`config.mk`:
```
export PLATFORM = sky130hd
export DESIGN_NAME = i2c_init_sequencer_flat
export DESIGN_NICKNAME = d
export VERILOG_FILES = /design/src/rtl/i2c_init_sequencer_pkg.sv /design/src/rtl/i2c_init_sequencer_if.sv /design/src/rtl/i2c_init_sequencer_rom.sv /design/src/rtl/i2c_init_sequencer.sv /design/src/flat_wrapper.sv
export SDC_FILE = /design/constraint.sdc
export NUM_CORES = 1
export LEC_CHECK = 0
export ABC_AREA = 0
export ABC_CLOCK_PERIOD_IN_PS = 1700
export CAP_MARGIN = 20
export CORE_ASPECT_RATIO = 0.9
export CORE_MARGIN = 4
export CORE_UTILIZATION = 50
export CTS_BUF_LIST = sky130_fd_sc_hd__clkbuf_16
export DETAILED_ROUTE_END_ITERATION = 10
export HOLD_SLACK_MARGIN = 0.12
export PLACE_DENSITY = 0.76
export SLEW_MARGIN = 20
export SYNTH_ARGS = -nofsm -noshare
export SYNTH_HDL_FRONTEND = slang
export SYNTH_SLANG_ARGS = --single-unit
```
`constraint.sdc`:
```
create_clock -name clk -period 1.7 [get_ports clk]
set_input_delay 0.34 -clock clk [delete_from_list [all_inputs] [get_ports clk]]
set_output_delay 0.34 -clock clk [all_outputs]
set_load 0.01 [all_outputs]
```
`src/rtl/i2c_init_sequencer_pkg.sv`:
```
// Shared types and the default ST7565 power-up command table for the I2C
// init sequencer.
package i2c_init_pkg;

    localparam int ENTRY_DELAY_W = 8;
    localparam int DEFAULT_DEPTH = 10;

    localparam logic [7:0] CTRL_CMD  = 8'h00;
    localparam logic [7:0] CTRL_DATA = 8'h40;
    localparam logic [7:0] CMD_NOP   = 8'hE3;

    typedef struct packed {
        logic [7:0]               reg_addr;
        logic [7:0]               tx_data;
        logic [ENTRY_DELAY_W-1:0] delay;
    } init_entry_t;

    typedef enum logic [2:0] {
        ST_IDLE  = 3'd0,
        ST_ISSUE = 3'd1,
        ST_WAIT  = 3'd2,
        ST_DELAY = 3'd3,
        ST_DONE  = 3'd4,
        ST_ERROR = 3'd5
    } seq_state_t;

    function automatic init_entry_t mk_cmd(input logic [7:0] data,
                                           input logic [ENTRY_DELAY_W-1:0] dly);
        init_entry_t e;
        e.reg_addr = CTRL_CMD;
        e.tx_data  = data;
        e.delay    = dly;
        return e;
    endfunction

    // Soft reset (E2) and power control (2F) need settling time before the next command.
    function automatic init_entry_t default_entry(input logic [7:0] idx);
        init_entry_t e;
        case (idx)
            8'd0:    e = mk_cmd(8'hE2, 8'd3);
            8'd1:    e = mk_cmd(8'hA2, 8'd0);
            8'd2:    e = mk_cmd(8'hA0, 8'd0);
            8'd3:    e = mk_cmd(8'hC8, 8'd0);
            8'd4:    e = mk_cmd(8'h25, 8'd0);
            8'd5:    e = mk_cmd(8'h81, 8'd0);
            8'd6:    e = mk_cmd(8'h20, 8'd0);
            8'd7:    e = mk_cmd(8'h2F, 8'd2);
            8'd8:    e = mk_cmd(8'hAF, 8'd0);
            8'd9:    e = mk_cmd(8'h40, 8'd0);
            default: e = mk_cmd(CMD_NOP, 8'd0);
        endcase
        return e;
    endfunction

endpackage

```
`src/rtl/i2c_init_sequencer_if.sv`:
```
// Write-command handshake between the init sequencer and the I2C master
// transmitter.
interface i2c_init_sequencer_if;

    logic [7:0] reg_addr;
    logic [7:0] tx_data;
    logic       tx_en;
    logic       tx_done;
    logic       tx_nack;

    modport master (
        output reg_addr,
        output tx_data,
        output tx_en,
        input  tx_done,
        input  tx_nack
    );

    modport slave (
        input  reg_addr,
        input  tx_data,
        input  tx_en,
        output tx_done,
        output tx_nack
    );

endinterface

```
`src/rtl/i2c_init_sequencer_rom.sv`:
```
// Read-only init table: DEPTH entries taken from the package default table,
// read combinationally by index.
module i2c_init_rom
    import i2c_init_pkg::*;
#(
    parameter int DEPTH   = 10,
    parameter int DELAY_W = 8,
    parameter int IDX_W   = 4
) (
    input  logic [IDX_W-1:0]   index_i,
    output logic [7:0]         reg_addr_o,
    output logic [7:0]         tx_data_o,
    output logic [DELAY_W-1:0] delay_o
);

    init_entry_t entry_s;

    // Table lookup; delay field resized to the configured delay width.
    always_comb begin
        entry_s    = default_entry(8'(index_i));
        reg_addr_o = entry_s.reg_addr;
        tx_data_o  = entry_s.tx_data;
        delay_o    = DELAY_W'(entry_s.delay);
    end

endmodule

```
`src/rtl/i2c_init_sequencer.sv`:
```
// Table-driven I2C write sequencer: replays the init ROM through the master's
// tx_en/tx_done handshake with NACK retries and prescaled post-write delays.
module i2c_init_sequencer
    import i2c_init_pkg::*;
#(
    parameter int DEPTH      = 10,
    parameter int DELAY_W    = 8,
    parameter int PRESCALE   = 1000,
    parameter int MAX_RETRY  = 3,
    parameter int AUTO_START = 1,
    localparam int IDX_W     = (DEPTH > 1) ? $clog2(DEPTH) : 1
) (
    input  logic                 clk,
    input  logic                 rst,
    input  logic                 start_i,
    i2c_init_sequencer_if.master bus,
    output logic                 busy_o,
    output logic                 init_complete_o,
    output logic                 error_o,
    output logic [IDX_W-1:0]     err_index_o
);

    localparam int RETRY_W = (MAX_RETRY > 0) ? $clog2(MAX_RETRY + 1) : 1;
    localparam int PRE_W   = (PRESCALE > 1) ? $clog2(PRESCALE) : 1;

    seq_state_t         state_q, state_d;
    logic [IDX_W-1:0]   index_q, index_d;
    logic [RETRY_W-1:0] retry_q, retry_d;
    logic [DELAY_W-1:0] delay_q, delay_d;
    logic [PRE_W-1:0]   presc_q, presc_d;
    logic [IDX_W-1:0]   err_index_q, err_index_d;
    logic               tx_en_q, tx_en_d;
    logic               busy_q, busy_d;
    logic               init_q, init_d;
    logic               error_q, error_d;

    seq_state_t         adv_state_s;
    logic [IDX_W-1:0]   adv_index_s;
    logic [7:0]         rom_addr_s;
    logic [7:0]         rom_data_s;
    logic [DELAY_W-1:0] rom_delay_s;

    i2c_init_rom #(
        .DEPTH   (DEPTH),
        .DELAY_W (DELAY_W),
        .IDX_W   (IDX_W)
    ) u_rom (
        .index_i    (index_q),
        .reg_addr_o (rom_addr_s),
        .tx_data_o  (rom_data_s),
        .delay_o    (rom_delay_s)
    );

    // Where the sequence goes once the current entry (and its delay) is finished.
    always_comb begin
        if (index_q == IDX_W'(DEPTH - 1)) begin
            adv_state_s = ST_DONE;
            adv_index_s = index_q;
        end else begin
            adv_state_s = ST_ISSUE;
            adv_index_s = index_q + IDX_W'(1);
        end
    end

    // Next-state logic; status outputs are registered copies decoded from state_d.
    always_comb begin
        state_d     = state_q;
        index_d     = index_q;
        retry_d     = retry_q;
        delay_d     = delay_q;
        presc_d     = presc_q;
        err_index_d = err_index_q;

        case (state_q)
            ST_IDLE, ST_DONE, ST_ERROR: begin
                if (start_i) begin
                    state_d = ST_ISSUE;
                    index_d = '0;
                    retry_d = '0;
                end else begin
                    state_d = state_q;
                end
            end
            ST_ISSUE: begin
                // Right after reset the pulse has not been driven yet; hold one cycle to emit it.
                if (tx_en_q) begin
                    state_d = ST_WAIT;
                end else begin
                    state_d = ST_ISSUE;
                end
            end
            ST_WAIT: begin
                if (bus.tx_done) begin
                    if (bus.tx_nack) begin
                        if (retry_q < RETRY_W'(MAX_RETRY)) begin
                            retry_d = retry_q + RETRY_W'(1);
                            state_d = ST_ISSUE;
                        end else begin
                            err_index_d = index_q;
                            state_d     = ST_ERROR;
                        end
                    end else begin
                        retry_d = '0;
                        if (rom_delay_s == '0) begin
                            state_d = adv_state_s;
                            index_d = adv_index_s;
                        end else begin
                            delay_d = rom_delay_s;
                            presc_d = '0;
                            state_d = ST_DELAY;
                        end
                    end
                end else begin
                    state_d = ST_WAIT;
                end
            end
            ST_DELAY: begin
                if (presc_q == PRE_W'(PRESCALE - 1)) begin
                    presc_d = '0;
                    delay_d = delay_q - DELAY_W'(1);
                    if (delay_q == DELAY_W'(1)) begin
                        state_d = adv_state_s;
                        index_d = adv_index_s;
                    end else begin
                        state_d = ST_DELAY;
                    end
                end else begin
                    presc_d = presc_q + PRE_W'(1);
                end
            end
            default: begin
                state_d = ST_IDLE;
            end
        endcase

        tx_en_d = (state_d == ST_ISSUE);
        busy_d  = (state_d == ST_ISSUE) || (state_d == ST_WAIT) || (state_d == ST_DELAY);
        init_d  = (state_d == ST_DONE);
        error_d = (state_d == ST_ERROR);
    end

    // State and registered outputs.
    always_ff @(posedge clk or posedge rst) begin
        if (rst) begin
            state_q     <= (AUTO_START != 0) ? ST_ISSUE : ST_IDLE;
            index_q     <= '0;
            retry_q     <= '0;
            delay_q     <= '0;
            presc_q     <= '0;
            err_index_q <= '0;
            tx_en_q     <= 1'b0;
            busy_q      <= (AUTO_START != 0) ? 1'b1 : 1'b0;
            init_q      <= 1'b0;
            error_q     <= 1'b0;
        end else begin
            state_q     <= state_d;
            index_q     <= index_d;
            retry_q     <= retry_d;
            delay_q     <= delay_d;
            presc_q     <= presc_d;
            err_index_q <= err_index_d;
            tx_en_q     <= tx_en_d;
            busy_q      <= busy_d;
            init_q      <= init_d;
            error_q     <= error_d;
        end
    end

    assign bus.reg_addr    = rom_addr_s;
    assign bus.tx_data     = rom_data_s;
    assign bus.tx_en       = tx_en_q;
    assign busy_o          = busy_q;
    assign init_complete_o = init_q;
    assign error_o         = error_q;
    assign err_index_o     = err_index_q;

endmodule

```
`src/flat_wrapper.sv`:
```
// flat-port wrapper written by rule: the top's interface ports become plain ports
module i2c_init_sequencer_flat import i2c_init_pkg::*;
#(
    parameter int DEPTH      = 10,
    parameter int DELAY_W    = 8,
    parameter int PRESCALE   = 1000,
    parameter int MAX_RETRY  = 3,
    parameter int AUTO_START = 1,
    localparam int IDX_W     = (DEPTH > 1) ? $clog2(DEPTH) : 1
)
  (clk, rst, start_i, busy_o, init_complete_o, error_o, err_index_o, bus_reg_addr, bus_tx_data, bus_tx_en, bus_tx_done, bus_tx_nack);
  i2c_init_sequencer_if bus_i ();
  input  logic clk;
  input  logic rst;
  input  logic start_i;
  output logic busy_o;
  output logic init_complete_o;
  output logic error_o;
  output logic [IDX_W-1:0] err_index_o;
  output wire logic [$bits(bus_i.reg_addr)-1:0] bus_reg_addr;
  output wire logic [$bits(bus_i.tx_data)-1:0] bus_tx_data;
  output wire logic [$bits(bus_i.tx_en)-1:0] bus_tx_en;
  input wire logic [$bits(bus_i.tx_done)-1:0] bus_tx_done;
  input wire logic [$bits(bus_i.tx_nack)-1:0] bus_tx_nack;
  assign bus_reg_addr = bus_i.reg_addr;
  assign bus_tx_data = bus_i.tx_data;
  assign bus_tx_en = bus_i.tx_en;
  assign bus_i.tx_done = bus_tx_done;
  assign bus_i.tx_nack = bus_tx_nack;
  i2c_init_sequencer #(.DEPTH(DEPTH), .DELAY_W(DELAY_W), .PRESCALE(PRESCALE), .MAX_RETRY(MAX_RETRY), .AUTO_START(AUTO_START)) u_core (.clk(clk), .rst(rst), .start_i(start_i), .bus(bus_i), .busy_o(busy_o), .init_complete_o(init_complete_o), .error_o(error_o), .err_index_o(err_index_o));
endmodule
```
# ---- Word-level counts from Yosys, hierarchy flattened
# Memories as Yosys holds them, arrays and structs flattened.
# Index checks and enable logic that the tools add are counted.
dict set report totals {
  reg_bits 35
  latch_bits 0
  ram_bits 0
  romBits 144
  in_bits 5
  output_inout_bits 24
  elab_cells 84
  n_memories 1
}
dict set report classes {
  addsub 4
  n_mul 0
  div_mod_pow 0
  order_cmp 1
  n_eq_ne 21
  shifts 0
  n_mux 33
  bitwise 1
  reduce_logical 13
}
# name depth width read_ports rd_ports_with_merged_regs write_ports line_no
set memory_table {}
lappend memory_table {{(name not given)} 16 9 1 0 0 i2c_init_sequencer_pkg.sv:39} ;# case (idx)
# cell n
set op_table {}
lappend op_table {{2-to-1 mux 10 bit} 4}
lappend op_table {{2-to-1 mux 8 bit} 4}
lappend op_table {{2-to-1 mux 4 bit} 7}
lappend op_table {{2-to-1 mux 3 bit} 8}
lappend op_table {{case mux 10 bit (2 select lines)} 1}
lappend op_table {{case mux 8 bit (2 select lines)} 1}
lappend op_table {{== test 3 x 2 -> 1 bit, second input constant} 4}
lappend op_table {{== test 3 bit, second input constant} 4}
lappend op_table {{case mux 3 bit (4 select lines)} 1}
lappend op_table {{case mux 4 bit (3 select lines)} 1}
lappend op_table {{AND reduction 4 bit} 3}
lappend op_table {{adder 10 x 1 -> 10 bit, second input constant} 1}
lappend op_table {{== test 10 bit, second input constant} 1}
lappend op_table {{2-to-1 mux 2 bit} 5}
lappend op_table {{== test 8 x 1 -> 1 bit, second input constant} 1}
lappend op_table {{logical NOT 8 bit} 1}
lappend op_table {{!= test 2 bit, second input constant} 4}
lappend op_table {{subtractor 8 x 1 -> 8 bit, second input constant} 1}
lappend op_table {{AND reduction 7 bit} 1}
lappend op_table {{== test 3 x 1 -> 1 bit, second input constant} 2}
lappend op_table {{!= test 2 x 1 -> 1 bit, second input constant} 3}
lappend op_table {{AND reduction 5 bit} 1}
lappend op_table {{adder 4 x 1 -> 4 bit, second input constant} 1}
lappend op_table {{== test 4 bit, second input constant} 1}
lappend op_table {{10 further kinds} 12}

# ---- Depth between registers and ports, before layout
dict set report depth {
  ltp_word 9
  depth_mapped 8
  mapped_depth_nobuf 7
}

# ---- Modules after synthesis
# A second synthesis with hierarchy kept.
dict set report unflattened {
  cells_unflattened 263
  area_unflattened_um2 2424.8
}
# module n_inst cells_per_inst area_per_inst_um2 seq_area_each_um2
set by_module_without_submodules {}
lappend by_module_without_submodules {i2c_init_sequencer 1 216 2073.2 878.3}
lappend by_module_without_submodules {i2c_init_rom 1 47 351.6 0.0}

# ---- Worst setup path before layout
# No wires, ideal clock.
dict set report synth_timing {
  path_type {flip-flop to flip-flop}
  from {reg u_core.index_q[0]}
  to {reg u_core.presc_q[6]}
  setup_time_ns 0.073
  arrival_ns 1.836
  t_required_ns 1.627
  path_slack_ns -0.209
  stages_incl_launch_ff 8
  n_path_buf 0
  period_less_slack_ns 1.909
  path_cell_list {dfrtp_1 -> inv_1 -> ha_1 -> mux2i_4 -> o31ai_4 -> nand2_4 -> or4_4 -> a21oi_2}
}
dict set report synth_via {
  elab_chain_cells 4
}
# item line_no
set synth_lines {}
lappend synth_lines {{from (decl)} i2c_init_sequencer.sv:27} ;# logic [IDX_W-1:0] index_q, index_d;
lappend synth_lines {{from (signal assigned)} i2c_init_sequencer.sv:157} ;# index_q <= index_d;
lappend synth_lines {{memory read (16 x 9 bit)} --}
lappend synth_lines {{logical NOT 8 bit} i2c_init_sequencer.sv:104} ;# if (rom_delay_s == '0) begin
lappend synth_lines {{!= test 2 bit (no source line)} --}
lappend synth_lines {{AND reduction 4 bit (no source line)} --}
lappend synth_lines {{to (signal assigned)} i2c_init_sequencer.sv:160} ;# presc_q <= presc_d;
lappend synth_lines {{to (decl)} i2c_init_sequencer.sv:30} ;# logic [PRE_W-1:0] presc_q, presc_d;
# No other way between the ends.
# A chain may end at the register's enable or synchronous reset.

# ---- Worst setup path in the final report
# Same ends and word-level chain as after synthesis.

==> results list <==
- Outcome: finished with violations
* Violations in the final reports: setup timing
- In this design, the largest share of critical-path delay is due to simple AND/OR/NAND/NOR gates.
- Post-Synthesis Mean Instance Area: 9.65 um^2
* Pins over their slew limit: 0
- Count of buffers inserted at the top-level ports: 19
- Number of search-and-repair iterations in the first detailed-routing pass: 5
* H-tree lvl count: 2
- The biggest area contributor in the post-synthesis netlist is dfrtp_1.
* Final setup skew: 0.00453 ns
* Global-route total usage across every layer: 22.5%
* Effective utilization at floorplan: 52.5%
* Share of Yosys cell area claimed by the top area cell type: approximately 38%
- Via-to-Cell Ratio: around 5.5
- Once placement finished, the instance area stood at 2790 um^2.
- The number of endpoints with negative hold slack in the final report was 0.
* Number of antenna cells inserted: 0
- Yosys mapped a number of flops with a built-in enable equal to 0.
- Leakage component of the power: 1.50 nW
- R2R depth: 8
* Wire length of the first global-routing pass: 9880 um
* R2R Setup Slk: -0.25 ns
- Remaining antenna violation count: 0
- RSZ-0062 raised after global routing: true
- For the worst setup path, the data arrival time is 2.16 ns.
- Floorplan die area: 5480 um^2
- Multiplexer share of the synthesized area: 4.02%
* WL final: approximately 6400 um
* Hold-fix buffers at CTS: 0
* Final worst-path cycle share: 115%
* Primary flip-flop cell chosen by synthesis mapping: dfrtp_1
- Data on the critical path is required at its endpoint by 1.91 ns.
* Worst-Skew Late Latency: about 0.28 ns
- After layout, the design draws a total of roughly 4.4 mW.
* Compound-Gate Fraction of Synth Area: 15.7%
* Final Critical Period: 1.95 ns
* Worst hold slack across all endpoints: 0.412 ns
* Pin count of the biggest net entering global routing: 36
- Routability-driven placement finished with a final weighted congestion of 0.815.
* Vias in the first global route: 2113
* # clock sinks: 35
- Post-detail-place hpwl: 3730 um
* Power per unit of standard cell area: 1320 nW/um^2
- Most frequent cell after synthesis: dfrtp_1
* Post-layout worst setup margin: -0.252 ns
* DRC violation total after the first TritonRoute iteration: approximately 110
* Number of remaining DRC errors: 0
- Aggregate global routing overflow: 0
- Number of violations of the max-capacitance limit: 0
* Tightest Hold Check Type: input port to asynchronous set/reset pin
- Synth-to-layout area growth: 52.2%
* Clock tree from TritonCTS: built
* Post-synthesis instance area: around 2200 um^2
- In this run, placement finished with an instance count of 347.
- Before CTS, the worst setup slack after placement is -0.344 ns.
* Vertical extent of the die: 70.7 um
- CP Cell Sequence: inv_2 > ha_4 > mux2i_4 > buf_12 > o31ai_4 > nand2_4 > or4_4 > a21oi_2
- The worst setup path is launched from a flip-flop.
- The floorplan step defined a core boundary enclosing 4160 um^2.
- Of the total synthesized cell area, the portion taken by AND, OR, NAND and NOR gates is 21.6%.
- Of all nets on the critical path, the largest fanout is 4.
- Setup TNS after final layout: -5.05 ns
* NumNets Final: 328
- Among all stages on the critical path, the largest delay is contributed by dfrtp_2.
- Category of the most critical setup path: flip-flop to flip-flop
- Post-Route Utilization: 79.9%
* Routed wire length per instance: 17.1 um
- FF-to-FF End: u_core.presc_q[6]
* Worst-path clk slew: 0.06 ns
- During synthesis, Yosys emitted a total of 0 warnings.
* Fraction of layout cells with a size suffix above 1: 44.9%
* Antenna violations before repair: 0
- Buffers inserted during clock tree synthesis total 5.
- Sequential fraction of the synthesis area: 40.3%
* Post-synthesis register bit count: 35
* Worst path max stage delay: 0.48 ns
* Via total after detailed routing: 2069
- Clock tree root buffer cell: clkbuf_16
* FF-to-FF Start: u_core.index_q[0]
- By area, the combinational part of the netlist is dominated by simple AND/OR/NAND/NOR gates.
- In this run the core area contains 22 standard-cell rows.
- The finished cells cover around 3300 um^2.
- The worst-case IR drop observed on VDD is 0.000742 V.
- Post-synth top cells: dfrtp_1, nor2_1, inv_1, nand2_1
- In this run the deepest clock path goes through 2 buffers.
* Die boundary width: 77.6 um
- Cell count after synthesis: 226
- After Yosys synthesis, full adders, half adders and majority gates account for 5.74% of the synthesized area.
- The number of buffers and inverters on the critical path is 2.
- Timing would allow up to 512 MHz.
- Post-layout instance count excluding filler cells: 374
- Number of endpoints failing setup at the final stage: 32
- Of all flip-flops after synthesis, the portion carrying an async set or reset was 100%.
- Synth unique cells: 56
- Critical path capture point type: flip-flop
- Summing the areas of all xor and xnor instances in the mapped netlist gives 4.82% of the synthesized area.
* Leading post-synthesis cells by cell area: dfrtp_1, ha_1, nor2_1
- 29 I/O pins were placed.
[cell usage in the layout, fill, tap and decap left out, types with 4 or more instances in the layout]
cell type / synthesis / routed
nor2_2: 0 / 7
nand4_1: 4 / 4
buf_4: 10 / 56
clkbuf_16: 0 / 5
o21ai_0: 8 / 5
buf_2: 4 / 7
nand3_1: 10 / 9
inv_1: 15 / 14
o21ai_1: 4 / 4
dfrtp_1: 33 / 30
conb_1: 1 / 9
buf_6: 1 / 10
mux2_4: 0 / 4
nor2b_1: 4 / 4
ha_1: 10 / 5
ha_4: 0 / 4
nand2_1: 15 / 11
xor2_1: 10 / 10
o211ai_1: 4 / 4
nor2_1: 25 / 17
clkdlybuf4s50_1: 0 / 12
[flip-flops by register name, indices dropped and copies added, names as in the netlist]
signal                  flops
u_core.presc_q             10
u_core.delay_q              8
u_core.err_index_o          4
u_core.index_q              4
u_core.state_q              3
u_core.retry_q              2
u_core.bus.tx_en            1
u_core.busy_o               1
u_core.error_o              1
u_core.init_complete_o      1
[routing by layer]
metal,wire [um],vias up,share of wire (%),GRT usage [%]
li1,-,952,-,-
met1,2740,1047,43,28.3
met2,3300,53,52,37.6
met3,175,17,2.7,4.33
met4,186,0,2.9,9.68
met5,0,-,0,0
[area by class of cell]
type	count	area (um^2)
inverters	15	56.3
well taps	60	75.1
clock inverters	3	12.5
repair buffers	88	748
multi-input cells	168	1420
flip-flops and latches	35	882
fillers	249	837
clock buffers	5	125
[cells by family (layout without fill, tap and decap cells)]
group,Yosys count,count (layout)
fa+ha+maj,10,10
mux,7,7
other cells,1,9
simple gates,82,82
compound gates,48,48
flops,35,35
buf+inv,31,111
xor+xnor,12,12
[worst max path at each step]
stage / start / to / slack (ns) / cells after the start
6_report: u_core.index_q[0] / u_core.presc_q[6] / -0.25 / 8
5_1_grt: u_core.index_q[0] / u_core.index_q[3] / -0.35 / 8
4_1_cts: u_core.index_q[0] / u_core.presc_q[6] / -0.21 / 8
3_5_place_dp: bus_tx_nack / u_core.presc_q[6] / -0.34 / 6
3_3_place_gp: bus_tx_nack / u_core.presc_q[6] / -0.31 / 6
2_1_floorplan: u_core.index_q[1] / u_core.presc_q[6] / -0.15 / 6
[worst reg2reg max path: cells and delay by family (launching register included)]
| kind | cells | cell delay (ns) |
|---|---|---|
| mux | 1 | 0.08 |
| simple gates | 2 | 0.55 |
| buf+inv | 2 | 0.26 |
| flops | 1 | 0.48 |
| fa+ha+maj | 1 | 0.15 |
| compound gates | 2 | 0.36 |
[power by group]
part	leakage, nW	internal [mW]	switching, mW	total [mW]
clock network	0.0724	0.529	0.337	0.866
registers	0.458	1.03	0.170	1.20
logic	0.972	1.17	1.14	2.31
total	1.50	2.72	1.65	4.37
[timing repair]
item,CTS,global route
gates cloned,1,0
setup endpoints to repair,36,40
resized for setup,62,35
setup buffers,16,5
pin swaps,17,16
(Power assumes the default switching activity.)
